`config.mk`:
```
export PLATFORM = sky130hd
export DESIGN_NAME = flag_reg_stack
export DESIGN_NICKNAME = d
export VERILOG_FILES = /design/src/rtl/flag_reg_stack.sv
export SDC_FILE = /design/constraint.sdc
export NUM_CORES = 1
export LEC_CHECK = 0
export BUFFER_PORTS_ARGS = -buffer_cell sky130_fd_sc_hd__buf_2
export CAP_MARGIN = 5
export CORE_MARGIN = 2
export CORE_UTILIZATION = 37
export DETAILED_ROUTE_END_ITERATION = 8
export PLACE_DENSITY = 0.66
export SLEW_MARGIN = 40
export SYNTH_ARGS = -nofsm -noshare
export SYNTH_HDL_FRONTEND = slang
export SYNTH_SLANG_ARGS = --single-unit
```
`constraint.sdc`:
```
create_clock -name CLK -period 3.8 [get_ports CLK]
set_input_delay 0 -clock CLK [delete_from_list [all_inputs] [get_ports CLK]]
set_output_delay 0 -clock CLK [all_outputs]
set_load 0.1 [all_outputs]
```
`src/rtl/flag_reg_stack.sv`:
```
// Multi-bit CPU flag register with per-bit write modes and a LIFO save/restore
// stack for call/return context saving. All outputs come straight from registers.
module flag_reg_stack #(
    parameter int NFLAGS = 2,
    parameter int DEPTH  = 4,
    parameter int DW     = $clog2(DEPTH + 1)
) (
    input  logic              CLK,
    input  logic              RESET,
    input  logic [NFLAGS-1:0] wr_en,
    input  logic [1:0]        wr_mode,
    input  logic [NFLAGS-1:0] flag_in,
    input  logic              push,
    input  logic              pop,
    input  logic              clr_err,
    output logic [NFLAGS-1:0] flags_out,
    output logic [DW-1:0]     depth,
    output logic              full,
    output logic              empty,
    output logic              overflow,
    output logic              underflow
);

    // Stack entry index width; at least one bit so DEPTH=1 still has a legal select.
    localparam int AW = (DEPTH > 1) ? $clog2(DEPTH) : 1;

    typedef enum logic [1:0] {
        MODE_LOAD   = 2'b00,
        MODE_SET    = 2'b01,
        MODE_CLEAR  = 2'b10,
        MODE_TOGGLE = 2'b11
    } wr_mode_t;

    logic [NFLAGS-1:0] flags_q, flags_d;
    logic [DW-1:0]     depth_q, depth_d;
    logic              overflow_q, overflow_d;
    logic              underflow_q, underflow_d;
    logic [NFLAGS-1:0] stack_q [DEPTH];

    logic              full_w, empty_w;
    logic [NFLAGS-1:0] wr_val;
    logic              do_push, do_pop, do_xchg;
    logic              ovf_event, unf_event;
    logic              stk_we;
    logic [AW-1:0]     stk_widx;
    logic [AW-1:0]     top_idx;

    assign full_w  = (depth_q == DW'(DEPTH));
    assign empty_w = (depth_q == '0);

    assign stk_widx = depth_q[AW-1:0];
    assign top_idx  = AW'(depth_q - DW'(1));

    // Operation decode. Push+pop on an empty stack degrades to pop-while-empty.
    assign do_push   = push && !pop && !full_w;
    assign do_pop    = pop && !push && !empty_w;
    assign do_xchg   = push && pop && !empty_w;
    assign ovf_event = push && !pop && full_w;
    assign unf_event = pop && empty_w;

    // Per-bit write result; unselected bits hold.
    always_comb begin
        wr_val = flags_q;
        for (int i = 0; i < NFLAGS; i++) begin
            if (wr_en[i]) begin
                unique case (wr_mode_t'(wr_mode))
                    MODE_LOAD:   wr_val[i] = flag_in[i];
                    MODE_SET:    wr_val[i] = 1'b1;
                    MODE_CLEAR:  wr_val[i] = 1'b0;
                    MODE_TOGGLE: wr_val[i] = ~flags_q[i];
                endcase
            end
        end
    end

    // NOTE: every signal driven here gets a default first, so no path can infer a latch.
    always_comb begin
        flags_d     = wr_val;
        depth_d     = depth_q;
        stk_we      = 1'b0;
        overflow_d  = (overflow_q && !clr_err) || ovf_event;
        underflow_d = (underflow_q && !clr_err) || unf_event;

        if (do_pop || do_xchg) begin
            // Restoring from the stack takes priority over the live write.
            flags_d = stack_q[top_idx];
        end

        if (do_push) begin
            depth_d = depth_q + DW'(1);
            stk_we  = 1'b1;
        end else if (do_pop) begin
            depth_d = depth_q - DW'(1);
        end else if (do_xchg) begin
            stk_we  = 1'b1;
        end
    end

    // NOTE: sequential state uses non-blocking assignments so every register samples pre-edge values.
    always_ff @(posedge CLK) begin
        if (RESET) begin
            flags_q     <= '0;
            depth_q     <= '0;
            overflow_q  <= 1'b0;
            underflow_q <= 1'b0;
        end else begin
            flags_q     <= flags_d;
            depth_q     <= depth_d;
            overflow_q  <= overflow_d;
            underflow_q <= underflow_d;
        end
    end

    // NOTE: stack storage is deliberately not reset; its contents are meaningless until pushed.
    always_ff @(posedge CLK) begin
        if (!RESET && stk_we) begin
            // A push writes the free slot; an exchange overwrites the current top.
            if (do_xchg) begin
                stack_q[top_idx] <= flags_q;
            end else begin
                stack_q[stk_widx] <= flags_q;
            end
        end
    end

    assign flags_out = flags_q;
    assign depth     = depth_q;
    assign full      = full_w;
    assign empty     = empty_w;
    assign overflow  = overflow_q;
    assign underflow = underflow_q;

endmodule

```
==> results.txt <==
----------------------------------------------------
[STA]
  Max-Slew Margin vs Limit ... 0.6660
  Final setup skew ... 0.002436 ns
  Minimum clock period ... 2.265 ns
  Highest achievable clock rate ... 0.4416 GHz
  Final worst-path setup slack ... 1.535 ns
  Post-Route Hold Slack ... 0.02132 ns
  Share of the cycle needed by the critical path after routing ... 0.5960
  Number of endpoints failing setup at the final stage ... 0
  Final Slew Violations ... 0
  Transition time at the pin with the least slew margin ... 0.5045 ns
  Setup repair after global routing missed its margin ... no
  Final hold violation count ... 0
  Final-layout setup total negative slack ... 0 ns

[Finish]
  Number of filler instances in the final layout ... 223
  Signed area change from the synthesized netlist to the final layout ... 13.11%
  Nets ... 116
  Layout Cell Area excl Fill ... 1036 um2
  Share of cells above drive strength 1 ... 0.3366
  Post-Layout Cell Count ... 131
  Antenna diode count ... 0

[Setup path]
  Critical Setup Path Class ... register to register
  Reg-to-reg setup timing slack ... 1.54 ns
  Slowest CP cell ... sky130_fd_sc_hd__dfxtp_1
  Ordered list of cells on the worst path ... inv_2 -> ha_1 -> and2_4 -> or4_4 -> a221oi_2
  Crit path largest cell delay ... 0.53 ns
  Element type at the critical path end ... register
  Arrival time of the worst setup path ... 2.24 ns
  Length in cells of the worst reg-to-reg path ... 5
  Worst R2R End ... stack_q[1][1]
  CP Launch Type ... register
  Startpoint of the worst register-to-register path ... depth[0]
  Required time at the endpoint of the critical path ... 3.77 ns
  Worst Path Buf+Inv ... 1
  Max FO, Critical Path ... 9
  Critical path's top delay family ... simple AND/OR/NAND/NOR gates

[Drt]
  1st-pass router iterations ... 4
  Drt first-iter violations ... 4
  Total detailed-routing wirelength ... 1.695 mm
  Number of DRC violations after detailed routing ... 0
  Total via count in the routed design ... 699
  Avg WL per Cell ... 12.94 um
  Via density per instance ... 5.336
  Post-DRT Antenna Nets ... 0

[Synth]
  Top post-synthesis cells by area ... sky130_fd_sc_hd__edfxtp_1, sky130_fd_sc_hd__dfxtp_1, sky130_fd_sc_hd__mux4_2, sky130_fd_sc_hd__ha_1, sky130_fd_sc_hd__nand2b_1
  Share of flip-flops with an asynchronous set or reset after synthesis ... 0
  Number of flops mapped to enable cells by yosys ... 8
  Synthesized-area fraction occupied by xor and xnor cells ... 0.01913
  Top flip-flop cell by instance count after synthesis ... sky130_fd_sc_hd__edfxtp_1
  Total of warnings raised by yosys ... 0
  Post-Syn Area per Cell ... 10.90 um2
  Adder and majority cell fraction of the synthesized area ... 0.04098
  Library cell occupying the most area in the post-synthesis netlist ... sky130_fd_sc_hd__edfxtp_1
  Post-synthesis sequential element count ... 15
  Post-synth cell types ... 40
  Synth Net Count ... 98
  Post-synth top area share ... 0.2623
  Combinational family with the most area after synthesis ... compound AO/OA/AOI/OAI gates
  Simple-gate share of the synthesized area ... 0.1995
  Mux cell area share after synthesis ... 0.06148
  Total standard cell area after synthesis ... 915.9 um2
  Post-synthesis compound-gate area fraction ... 0.2036
  Sequential-to-total area share from yosys stat ... 0.4153
  Cells after synthesis ... 84

[Floorplan]
  Die Wd ... 53.75 um
  Number of ports placed on the die boundary ... 20
  Placement row count ... 18
  Initial Utilization ... 0.3801
  Area of the placeable core ... 2410 um2
  Die area ... 2889 um2
  Chip height ... 53.75 um

[Place]
  # placed instances ... 127
  Instance area at placement ... 1008 um2
  Routability cong. ... 0.7433
  Count of buffers from port buffering ... 19
  HPWL reported at the end of detailed placement ... 1.332 mm
  Pre-CTS setup slack ... 1.550 ns

[Global routing]
  Total global-route track usage ... 0.1269
  Vias in the first global route ... 587
  Pin count of the biggest net entering global routing ... 19
  Number of antenna violations at the first check in global routing ... 0
  GRT Residual Overflow ... 0
  Global-route wire length before repair ... 2.594 mm

[Min path]
  Path class of the lowest-slack min-delay path ... input port to register
  Hold path startpoint ... wr_en[1]
  Cell depth of the worst min-delay path ... 3
  Worst hold path endpoint ... flags_out[1]

[Clock tree]
  Maximum buffer depth of the clock tree ... 2
  Number of levels in the clock H-tree ... 1
  Number of buffers created by CTS ... 3
  Post-CTS resize count ... 0
  TritonCTS clock tree ... done
  Insertion delay to the later sink of the worst-skew pair ... 0.28 ns
  Root Buffer Master ... sky130_fd_sc_hd__clkbuf_4
  Post-CTS setup buffer count ... 0
  Clock sinks ... 15
  Count of hold buffers inserted by post-cts repair ... 0
  Clk pin slew, worst setup/hold paths ... 0.09 ns

[Power]
  Total power divided by cell area ... 547.1 nW/um2
  Total leakage power ... 0.3876 nW
  Worst vdd ir ... 421.7 uV

[Status]
  Run status ... finished, final reports clean

[Flow run]
  Number of max-cap violations ... 0

----------------------------------------------------
==> cell usage in the layout (no fill, tap or decap), types with 3 or more instances in the layout <==
cell	instances
sky130_fd_sc_hd__o31ai_1	3
sky130_fd_sc_hd__inv_1	3
sky130_fd_sc_hd__a21oi_1	6
sky130_fd_sc_hd__nand2b_1	5
sky130_fd_sc_hd__buf_2	19
sky130_fd_sc_hd__edfxtp_1	8
sky130_fd_sc_hd__clkbuf_4	3
sky130_fd_sc_hd__nor2_1	4
sky130_fd_sc_hd__dfxtp_1	7
sky130_fd_sc_hd__nand3b_1	3
sky130_fd_sc_hd__ha_1	3
==> cell families after synthesis <==
logic type / after synthesis
and+or+nand+nor: 27
AOI/OAI and AO/OA: 24
DFF: 15
buffers and inverters: 10
muxes: 3
adders and majority gates: 3
xor gates and xnor gates: 2
==> where the power goes <==
| part | leakage, nW | switching, mW | total (mW) | internal [mW] |
|---|---|---|---|---|
| registers | 0.131 | 0.0217 | 0.213 | 0.191 |
| logic | 0.239 | 0.194 | 0.265 | 0.0715 |
| clock network | 0.0177 | 0.0498 | 0.0888 | 0.0391 |
==> how the worst max path moves through the flow <==
stage,from,endpoint,slack (ns),depth (start not counted)
floorplan,depth[0],stack_q[1][0],0.78,7
global placement,depth[0],stack_q[1][0],1.59,5
detailed placement,depth[0],stack_q[1][1],1.55,5
CTS,depth[0],stack_q[3][0],1.53,5
global route,depth[0],stack_q[3][0],1.38,5
finish,depth[0],stack_q[1][1],1.54,5
==> synthesized netlist by cell type (3+ instances only) <==
cell type,number
sky130_fd_sc_hd__dfxtp_1,7
sky130_fd_sc_hd__inv_1,3
sky130_fd_sc_hd__nand3b_1,3
sky130_fd_sc_hd__nand2b_1,5
sky130_fd_sc_hd__edfxtp_1,8
sky130_fd_sc_hd__nor2_1,4
sky130_fd_sc_hd__a21oi_1,6
sky130_fd_sc_hd__ha_1,3
sky130_fd_sc_hd__o31ai_1,3
==> worst min-delay path: cells and delay by family <==
family	cells	cell delay, ns
and+or+nand+nor	1	0.11
buffers and inverters	1	0.08
AOI/OAI and AO/OA	1	0.06
==> stage by stage <==
stage,util,total power [mW]
after floorplan,-,0.4454
after global routing,0.4299,0.5989
final,0.4299,0.5668
after global placement,0.4185,0.4801
after CTS,0.4299,0.5724
after detailed placement,0.4185,0.4820
==> flip-flops by register name (all words and copies together) (netlist names) <==
register,cells
stack_q,8
flags_out,2
depth,3
underflow,1
overflow,1
==> layer usage <==
metal	wire length [um]	global-route usage	part of all wire
met5	0	0	0
met4	14	0.03846	0.0083
met3	108	0.06111	0.064
met2	749	0.1850	0.44
met1	822	0.1644	0.48
==> layout make-up <==
cell class,count,area (um2),share of cell area
multi-input combinational,59,480.5,0.4638
inverter,4,15.01,0.01449
timing repair buffer,19,95.09,0.09179
clock inverter,1,5.005,0.004831
clock buffer,3,22.52,0.02174
tap,30,37.54,0.03623
sequential,15,380.4,0.3672
No activity file was read; power rests on OpenSTA's default activity.
